[src/rtl/audio_serial_slave.sv]
// Slave end of the bclk/lrclk audio serial link: resynchronises the external link clocks,
// captures the MSB-first word on sdin and shifts a held reply word out on sdout.
`timescale 1ns/1ps
module audio_serial_slave #(
    parameter int FRAME_BITS = 32
) (
    input  logic                  clk,
    input  logic                  rst,
    input  logic                  bclk,
    input  logic                  lrclk,
    input  logic                  sdin,
    output logic                  sdout,
    input  logic [FRAME_BITS-1:0] tx_data,
    input  logic                  tx_valid,
    output logic                  tx_ready,
    output logic [FRAME_BITS-1:0] rx_data,
    output logic                  rx_valid,
    output logic                  frame_err,
    output logic                  tx_underrun,
    output logic                  locked
);

    localparam int CNT_W = $clog2(FRAME_BITS + 2);
    localparam logic [CNT_W-1:0] FULL_CNT = CNT_W'(FRAME_BITS);

    typedef enum logic {HUNT, SYNC} state_t;

    state_t                  state, state_next;
    logic                    b_p0, b_p1, b_p2;
    logic                    lr_p0, lr_p1, lr_p2;
    logic                    d_p0, d_p1;
    logic                    b_rise, b_fall, lr_rise;
    logic                    in_sync, shift_rx, accept;
    logic [CNT_W-1:0]        bit_cnt;
    logic                    hold_full;
    logic [FRAME_BITS-1:0]   hold;
    logic [FRAME_BITS-1:0]   rx_shift;
    logic [FRAME_BITS-1:0]   tx_shift;

    // Synchroniser and edge stages. Clock chains reset high so a frame clock already
    // high at reset release is not mistaken for a frame start.
    always_ff @(posedge clk or posedge rst) begin
        if (rst) begin
            b_p0  <= 1'b1;
            b_p1  <= 1'b1;
            b_p2  <= 1'b1;
            lr_p0 <= 1'b1;
            lr_p1 <= 1'b1;
            lr_p2 <= 1'b1;
            d_p0  <= 1'b0;
            d_p1  <= 1'b0;
        end else begin
            b_p0  <= bclk;
            b_p1  <= b_p0;
            b_p2  <= b_p1;
            lr_p0 <= lrclk;
            lr_p1 <= lr_p0;
            lr_p2 <= lr_p1;
            d_p0  <= sdin;
            d_p1  <= d_p0;
        end
    end

    assign b_rise   = b_p1 & ~b_p2;
    assign b_fall   = ~b_p1 & b_p2;
    assign lr_rise  = lr_p1 & ~lr_p2;
    assign in_sync  = (state == SYNC);
    assign shift_rx = in_sync & b_rise & ~lr_rise;
    assign accept   = tx_valid & ~hold_full;

    always_ff @(posedge clk or posedge rst) begin
        if (rst) state <= HUNT;
        else     state <= state_next;
    end

    always_comb begin
        state_next = state;
        case (state)
            HUNT:    if (lr_rise) state_next = SYNC;
            SYNC:    if (shift_rx && bit_cnt == FULL_CNT) state_next = HUNT;
            default: state_next = HUNT;
        endcase
    end

    // Frame control and handshake stage
    always_ff @(posedge clk or posedge rst) begin
        if (rst) begin
            bit_cnt     <= '0;
            hold_full   <= 1'b0;
            rx_data     <= '0;
            rx_valid    <= 1'b0;
            frame_err   <= 1'b0;
            tx_underrun <= 1'b0;
        end else begin
            rx_valid    <= 1'b0;
            frame_err   <= 1'b0;
            tx_underrun <= 1'b0;
            if (lr_rise) begin
                bit_cnt     <= '0;
                tx_underrun <= ~hold_full;
                if (in_sync) begin
                    if (bit_cnt == FULL_CNT) begin
                        rx_data  <= rx_shift;
                        rx_valid <= 1'b1;
                    end else begin
                        frame_err <= 1'b1;
                    end
                end
            end else if (shift_rx) begin
                bit_cnt <= bit_cnt + CNT_W'(1);
                if (bit_cnt == FULL_CNT) frame_err <= 1'b1;
            end
            // A word accepted in the load cycle is not seen by that load.
            if (accept)                     hold_full <= 1'b1;
            else if (lr_rise && hold_full)  hold_full <= 1'b0;
        end
    end

    // Shift register stage
    always_ff @(posedge clk) begin
        if (accept) hold <= tx_data;
        if (shift_rx) rx_shift <= {rx_shift[FRAME_BITS-2:0], d_p1};
        if (lr_rise)                 tx_shift <= hold_full ? hold : '0;
        else if (in_sync && b_fall)  tx_shift <= {tx_shift[FRAME_BITS-2:0], 1'b0};
    end

    assign sdout    = in_sync & tx_shift[FRAME_BITS-1];
    assign tx_ready = ~hold_full;
    assign locked   = in_sync;

endmodule
[config.mk]
export PLATFORM = sky130hd
export DESIGN_NAME = audio_serial_slave
export DESIGN_NICKNAME = d
export VERILOG_FILES = /design/src/rtl/audio_serial_slave.sv
export SDC_FILE = /design/constraint.sdc
export NUM_CORES = 1
export LEC_CHECK = 0
export BUFFER_PORTS_ARGS = -buffer_cell sky130_fd_sc_hd__buf_4
export CORE_AREA = 4 4 104 106
export CTS_CLUSTER_SIZE = 20
export DETAILED_ROUTE_END_ITERATION = 7
export DIE_AREA = 0 0 108 110
export PLACE_DENSITY = 0.86
export SLEW_MARGIN = 20
export SYNTH_ARGS = -nofsm -noshare
export SYNTH_HDL_FRONTEND = slang
export SYNTH_SLANG_ARGS = --single-unit
[constraint.sdc]
create_clock -name clk -period 4.7 [get_ports clk]
set_input_delay 0.705 -clock clk [delete_from_list [all_inputs] [get_ports clk]]
set_output_delay 0.705 -clock clk [all_outputs]
set_load 0.005 [all_outputs]
# Word-level counts from Yosys, hierarchy flattened
# Cells that the tools add are included.
# op_classes
bitwise_logic	13
n_reduce_logical	7
mux	18
eq_ne	1
addsub	1
# op_table
op	count
2-to-1 mux 32 bit	3
2-to-1 mux 1 bit	12
2-to-1 mux 6 bit	2
bitwise AND 1 bit	7
adder 6 x 1 -> 6 bit, second input constant	1
== test 6 bit, second input constant	1
NOT 1 bit	6
nonzero test 2 bit	3
logical AND 1 bit	3
AND reduction 3 bit	1
case mux 1 bit (2 select lines)	1
# totals
elab_cells	58
regBits	147

# Depth between registers and ports, before layout
# Gate-level depths: netlist of run 1.
# depth
depth_word	7
depth_mapped	7
mapped_depth_nobuf	5

# Worst setup path before layout of run 1
# OpenSTA, ideal clock, no wires.
# synth_path
path_type	reg-to-reg
startpoint	register b_p2
endpoint	register tx_shift[0] (enable)
synth_period_minus_slack_ps	3336
path_buffers	0
setup_slack_ps	1364
arrival_time_ps	2870
t_required_ps	4234
setup_time_ps	466
path_stages_with_launch	3
path_cell_list	dfstp_2 > nand2_1 > o21ai_0
# synth_via
elab_chain_cells	3
# synth_lines
item	line_no	source
from (decl)	29	logic b_p0, b_p1, b_p2;
from (signal assigned)	55	b_p2 <= b_p1;
bitwise AND 1 bit	65	assign b_fall = ~b_p1 & b_p2;
logical AND 1 bit	124	else if (in_sync && b_fall) tx_shift <= {tx_shift[FRAME_BITS-2:0], 1'b0};
nonzero test 2 bit (no line)	n/a	
to (signal assigned)	123	if (lr_rise) tx_shift <= hold_full ? hold : '0;
to (signal assigned)	124	
to (decl)	38	logic [FRAME_BITS-1:0] tx_shift;
# No other way between the ends.
# A chain may end at the register's enable or synchronous reset.

# Worst setup path in the final report of run 1
# layout_path
startpoint	register lr_p1
endpoint	register rx_data[11]
# layout_via
elab_chain_cells	2
# layout_lines
item	line_no	source
from (decl)	30	logic lr_p0, lr_p1, lr_p2;
from (signal assigned)	57	lr_p1 <= lr_p0;
bitwise AND 1 bit	66	assign lr_rise = lr_p1 & ~lr_p2;
AND reduction 3 bit (no line)	n/a	
to (signal assigned)	103	rx_data <= rx_shift;
to (decl)	16	output logic [FRAME_BITS-1:0] rx_data,
# No other way between the ends.

==> results of run 1 <==
[cell type report]
type | instances | area (um2) | share of cell area (%)
Timing Repair Buffer | 80 | 600.6 | 8.944
Clock inverter | 12 | 151.4 | 2.255
Sequential cell | 147 | 4167 | 62.05
Multi-Input combinational cell | 167 | 1161 | 17.29
Tap cell | 133 | 166.4 | 2.478
Clock buffer | 20 | 445.4 | 6.633
Inverter | 6 | 23.77 | 0.3540
[per-stage QoR]
step	hold WS, ns	utilization, %	power [mW]	std cells
2_1_floorplan	0.3312	-	1.644	336
3_3_place_gp	0.3347	62.58	1.703	533
3_5_place_dp	0.3362	62.58	1.720	533
4_1_cts	0.2635	68.69	3.064	565
5_1_grt	0.2602	68.70	3.167	565
6_report	0.2945	68.70	3.033	565
[synthesized netlist by cell type (all sizes together)]
master | n | share of area (%)
edfxtp | 96 | 53
nand2 | 64 | 4.4
dfrtp | 45 | 21
mux2 | 33 | 8.9
nand3 | 33 | 3.0
buf | 8 | 1.6
clkbuf | 8 | 0.55
dfstp | 6 | 2.9
inv | 6 | 0.41
nor2 | 6 | 0.41
a21oi | 3 | 0.28
nand4b | 3 | 0.48
o21ai | 3 | 0.28
and2 | 2 | 0.25
ha | 2 | 0.46
or3 | 2 | 0.23
a21o | 1 | 0.14
a22oi | 1 | 0.14
and2b | 1 | 0.18
and3 | 1 | 0.11
and4 | 1 | 0.16
mux2i | 1 | 0.18
nand2b | 1 | 0.11
nand3b | 1 | 0.14
nor2b | 1 | 0.11
nor3b | 1 | 0.14
nor4 | 1 | 0.11
nor4b | 1 | 0.28
o31ai | 1 | 0.14
or4 | 1 | 0.14
xnor2 | 1 | 0.16
xor2 | 1 | 0.16
[registers in the layout, indices dropped and copies added (netlist names), 6 cells and up]
name,count
hold,32
rx_data,32
bit_cnt,6
rx_shift,32
tx_shift,32
[cells by family after synthesis]
kind of cell	after synthesis	synth area share, %
AND/OR/NAND/NOR	120	10.29
XOR/XNOR	2	0.3210
multiplexers	34	9.055
flip-flops	147	76.34
adder cells (fa/ha/maj)	2	0.4584
buffers and inverters	22	2.568
AO/OA/AOI/OAI	9	0.9629
[critical path: cells and delay by family, from the launching register on]
family	cells	cell delay [ns]
multiplexers	1	0.43
AND/OR/NAND/NOR	2	1.52
flip-flops	1	0.55
[path summary, 6_finish.rpt]
path | slack [ns] | endpoint
min in group asynchronous | 0.35 | rx_data[9]$_DFFE_PP0P_
hold reg to reg | 0.35 | d_p1$_DFF_PP0_
setup reg to reg | 2.05 | rx_data[11]$_DFFE_PP0P_
setup / recovery | 2.05 | rx_data[11]$_DFFE_PP0P_
max in group asynchronous | 3.80 | d_p0$_DFF_PP0_
hold / removal | 0.29 | b_p0$_DFF_PP1_
[power breakdown]
part           leakage [nW]  switching [mW]  internal [mW]  total [mW]
clock                 0.296           0.501          0.838        1.34
combinational          1.00           0.114         0.0648       0.179
sequential             1.59          0.0308           1.48        1.52
total                  2.89           0.646           2.39        3.03
[per-layer routing]
metal	GRT usage, %	vias up	wire, um
li1	-	1369	-
met1	22.71	1414	3868
met2	27.62	98	4887
met3	6.057	8	557
met4	6.943	0	141
met5	0	-	0
[cell usage in the layout, fill, tap and decap left out, drive strengths merged, types with 2 or more instances in the layout]
cell and count:
ha 2, edfxtp 96, clkinv 5, and2 2
a21oi 3, nand4b 3, buf 80, o21ai 3
nor2 6, or3 2, dfrtp 45, inv 9
mux2 33, clkbuf 20, dfstp 6, bufinv 3
nand2 64, nand3 33
==> key figures, run 1 <==
Finish
  – Nets: 459
  – Synth-to-Final Area Change: 23.04%
  – Post-layout instance area: 0.006715 mm2
  – Fillcell total: 629
  – Share of cells above drive strength 1: 36.57%
  – Antenna Cells: 0

Place
  – Placed wire-length estimate: 5750 um
  – Port bufs: 75
  – Dpl ws: 2.044 ns
  – Area after DPL: 0.006117 mm2
  – Routability cong.: 0.8161

Synthesis
  – Cell Area, Synth: 0.005458 mm2
  – Number of distinct library cells after synthesis: 37
  – Syn Nets: 376
  – Synth Warn #: 0
  – Syn Area/Cell: 16.24 um2
  – Yosys reg bits: 147
  – Seq/Total Area, Yosys: 76.34%
  – Syn Inst Count: 336

Clocking
  – Clock Latency Late Sink: 0.51 ns
  – Cts repair resizes: 0
  – Hold buffer count at CTS: 0
  – CTS root buffer: clkbuf_8
  – Post-CTS Setup Inserts: 0
  – Clock Path Buffers: 2
  – CTS tree: built
  – Clock transition at path regs: 0.06 ns
  – CTS buffer count: 17
  – CTS sink count: 147
  – H-tree levels: 4

Die
  – Die area: 0.01188 mm2
  – IO Count: 76
  – Placeable Area: 0.009774 mm2
  – Die width: 108 um
  – Die H: 110 um
  – Initial Util: 55.84%
  – Rows: 36

Hold path
  – HP Start: bclk
  – Hold path cells: 1
  – Worst hold path class: input port to register

Timing
  – Slew margin rel.: 28.93%
  – Worst-margin pin slew: 1.066 ns
  – Final Skew: 0.007952 ns
  – Post-layout min period: 2.650 ns
  – Post-route worst setup slack: 2.050 ns
  – Setup TNS Final: 0 ns
  – Final setup fails: 0
  – FMAX: 377.4 MHz
  – Fin. max-slew vios: 0
  – Period utilisation layout: 56.37%
  – Unrepaired setup endpoints after global routing: false
  – Final Hold Fails: 0

Route
  – Initial DRC count: 233
  – Total Wirelength: 9455 um
  – Routed vias: 2,889
  – Routed Antenna Nets: 0
  – TritonRoute pass-1 iters: 5
  – DRC Markers: 0
  – Post-DR vias/cell: 5.113
  – Drt wl/cell: 16.73 um

Pwr
  – Leak: 2.888 nW
  – Power Density: 451.7 mW/mm2
  – Max VDD drop: 0.0003917 V

Global routing
  – First-pass GRT wire length: 15,280 um
  – Vias in the first global route: 2,957
  – Largest net degree at the start of global routing: 52
  – Total global routing overflow: 0
  – Tot GR Track Use: 17.55%
  – Initial antenna violation count: 0

Worst setup path
  – Worst-case reg-to-reg path depth: 3
  – Critical path required time: 5.09 ns
  – Critical Path Slowest Stage Cell: and4_2
  – Crit start category: register
  – Crit path DAT: 3.04 ns
  – CP Max Fanout: 41
  – Worst setup startpoint: lr_p1$_DFF_PP1_
  – CP peak stage delay: 1.05 ns
  – Crit. End Element: register
  – Critical path cell sequence: and2b_4 > and4_2 > mux2_2
  – CP Class: register to register
  – Reg2reg start: lr_p1$_DFF_PP1_

Status
  – Outcome: completed

Run
  – Max-cap violations: 0
Note: power is estimated with default switching activity, not from simulation.
==> inputs of run 2 (changes only) <==
- clock period: 4.7 -> 2.6 ns (I/O delays scaled with it)
==> run 2 against run 1 <==
Sequential share of layout area decreased by 0.61 points. Fmax increased by 28%. Worst setup slack got worse by 1.5 ns. Total power increased by 77%. Critical path type unchanged. Largest cell class unchanged. Highest routed layer unchanged.
==> key figures, run 2 (synthesis gave the netlist of run 1 again) <==
Worst setup path
  – Crit start category: register
  – Register-to-register setup slack: 0.53 ns (-1.52 ns)
  – CP Max Fanout: 32 (-22%)
  – CP Depth: 6 (+3)
  – Critical path cell sequence: inv_1 > ha_1 > nor4b_2 > and4_2 > buf_12 > mux2_2
  – CP Class: register to register
  – CP peak stage delay: 0.41 ns (-0.64 ns)
  – Worst setup startpoint: bit_cnt[0]$_DFFE_PP0P_
  – Worst-case reg-to-reg path depth: 6 (+3)
  – Critical path's top delay family: simple AND/OR/NAND/NOR gates
  – Crit path to: rx_data[10]$_DFFE_PP0P_
  – Critical Path Slowest Stage Cell: dfrtp_1
  – CP bufs+invs: 2 (+2)
  – Crit path DAT: 2.47 ns (-0.57 ns)
  – Critical path required time: 3.00 ns (-2.09 ns)
  – R2R Path End: rx_data[10]$_DFFE_PP0P_
  – Reg2reg start: bit_cnt[0]$_DFFE_PP0P_
  – Crit. End Element: register

Status
  – Outcome: completed

Timing
  – Final Skew: 0.008857 ns (+0.0009049 ns)
  – FMAX: 483.9 MHz (+28%)
  – Worst-margin pin slew: 0.6560 ns (-0.4100 ns)
  – Final setup fails: 0 (unchanged)
  – Slew margin rel.: 56.20% (+27 points)
  – Unrepaired setup endpoints after global routing: false
  – Setup TNS Final: 0 ns (unchanged)
  – Final Hold Fails: 0 (unchanged)
  – Fin. max-slew vios: 0 (unchanged)
  – Period utilisation layout: 79.49% (+23 points)
  – Post-layout min period: 2.067 ns (-0.5828 ns)

Place
  – Area after DPL: 0.006165 mm2 (+0.78%)
  – Placed wire-length estimate: 5797 um (+0.82%)
  – Port bufs: 75 (unchanged)
  – Routability cong.: 0.7606 (-6.8%)

Global routing
  – Tot GR Track Use: 17.82% (+0.26 points)
  – First-pass GRT wire length: 15,700 um (+2.8%)
  – Vias in the first global route: 3,022 (+2.2%)
  – Total global routing overflow: 0 (unchanged)
  – Largest net degree at the start of global routing: 40 (-23%)
  – Initial antenna violation count: 0 (unchanged)

Finish
  – Nets: 466 (+1.5%)
  – Synth-to-Final Area Change: 24.25%
  – Post-layout instance area: 0.006782 mm2 (+0.99%)
  – Share of cells above drive strength 1: 36.67% (+0.10 points)
  – Commonest non-fill, non-tap cell in the layout: edfxtp_1
  – Most frequent cells in the layout: 96 x edfxtp_1, 81 x buf_4, 64 x nand2_1
  – Antenna Cells: 0 (unchanged)

Clocking
  – Clock Path Buffers: 2 (unchanged)
  – Post-CTS Setup Inserts: 0 (unchanged)
  – H-tree levels: 4 (unchanged)
  – CTS buffer count: 17 (unchanged)
  – CTS tree: built
  – Hold buffer count at CTS: 4 (+4)
  – Clock Latency Late Sink: 0.52 ns (about the same)
  – CTS sink count: 147 (unchanged)
  – Cts repair resizes: 0 (unchanged)
  – Clock transition at path regs: 0.06 ns (about the same)
  – CTS root buffer: clkbuf_8

Route
  – DRC Markers: 0 (unchanged)
  – Drt wl/cell: 16.63 um (-0.61%)
  – Routed Antenna Nets: 0 (unchanged)
  – TritonRoute pass-1 iters: 4 (-1)
  – Post-DR vias/cell: 5.201 (+1.7%)
  – Routed vias: 2,975 (+3.0%)
  – Total Wirelength: 9514 um (+0.62%)
  – Initial DRC count: 224 (-3.9%)

Die
  – Die H: 110 um (unchanged)
  – Die area: 0.01188 mm2 (unchanged)
  – Placeable Area: 0.009774 mm2 (unchanged)
  – Die width: 108 um (unchanged)
  – IO Count: 76 (unchanged)
  – Initial Util: 55.84% (unchanged)
  – Rows: 36 (unchanged)

Pwr
  – Leak: 2.905 nW (+0.59%)
  – Max VDD drop: 0.0006559 V (+67%)
  – Power Density: 792.6 mW/mm2 (+75%)

Hold path
  – Worst hold path class: input port to register

Run
  – Max-cap violations: 0 (unchanged)
-- run 2: cell types whose count changed in the layout (fill, tap and decap cells not counted) --
cell,change
inv_4,-1
clkbuf_8,-1
clkinv_2,-4
bufinv_16,-2
clkinv_4,+4
inv_2,+1
clkinvlp_4,+2
buf_12,+2
clkbuf_16,+1
buf_4,+1
dlygate4sd3_1,+4
-- run 2: per-layer routing --
| metal | vias up | wire [um] | global-route usage, % | share of wire (%) |
|---|---|---|---|---|
| met5 | - | 0 | 0 | 0 |
| li1 | 1383 | - | - | - |
| met4 | 0 | 218 | 6.853 | 2.3 |
| met2 | 98 | 4925 | 29.75 | 52 |
| met3 | 17 | 555 | 5.766 | 5.8 |
| met1 | 1477 | 3813 | 21.83 | 40 |
-- run 2: through the flow --
stage	power, mW	hold slack, ns	utilization, %	setup WS, ns	instances
floorplan	2.970	0.3312	-	0.03978	336
global placement	3.085	0.3347	63.07	0.7492	536
detailed placement	3.113	0.3389	63.07	0.6242	536
CTS	5.437	0.01799	69.38	0.5124	572
global route	5.599	0.01326	69.38	0.4132	572
finish	5.375	0.04100	69.38	0.5333	572
-- run 2: where the power goes --
group / total [mW] / internal, mW / switching (mW)
Combinational: 0.334 / 0.125 / 0.209
Clock: 2.30 / 1.36 / 0.939
Sequential: 2.74 / 2.68 / 0.0561
-- run 2: worst min-delay path by stage --
| stage | start | to | slack (ns) | cells after the start |
|---|---|---|---|---|
| 3_5_place_dp | d_p0$_DFF_PP0_ | d_p1$_DFF_PP0_ | 0.34 | 0 |
| 3_3_place_gp | d_p0$_DFF_PP0_ | d_p1$_DFF_PP0_ | 0.33 | 0 |
| 5_1_grt | tx_data[22] | hold[22]$_DFFE_PP_ | 0.01 | 1 |
| 2_1_floorplan | d_p0$_DFF_PP0_ | d_p1$_DFF_PP0_ | 0.33 | 0 |
| 6_report | tx_data[22] | hold[22]$_DFFE_PP_ | 0.04 | 1 |
| 4_1_cts | tx_data[22] | hold[22]$_DFFE_PP_ | 0.02 | 1 |
-- run 2: area by class of cell --
class                           instances  area (um2)
Multi-Input combinational cell        167        1161
Inverter                                6       22.52
Tap cell                              133       166.4
Clock inverter                         12       120.1
Fill cell                             610        2993
Sequential cell                       147        4167
Timing Repair Buffer                   87       688.2
Clock buffer                           20       456.7
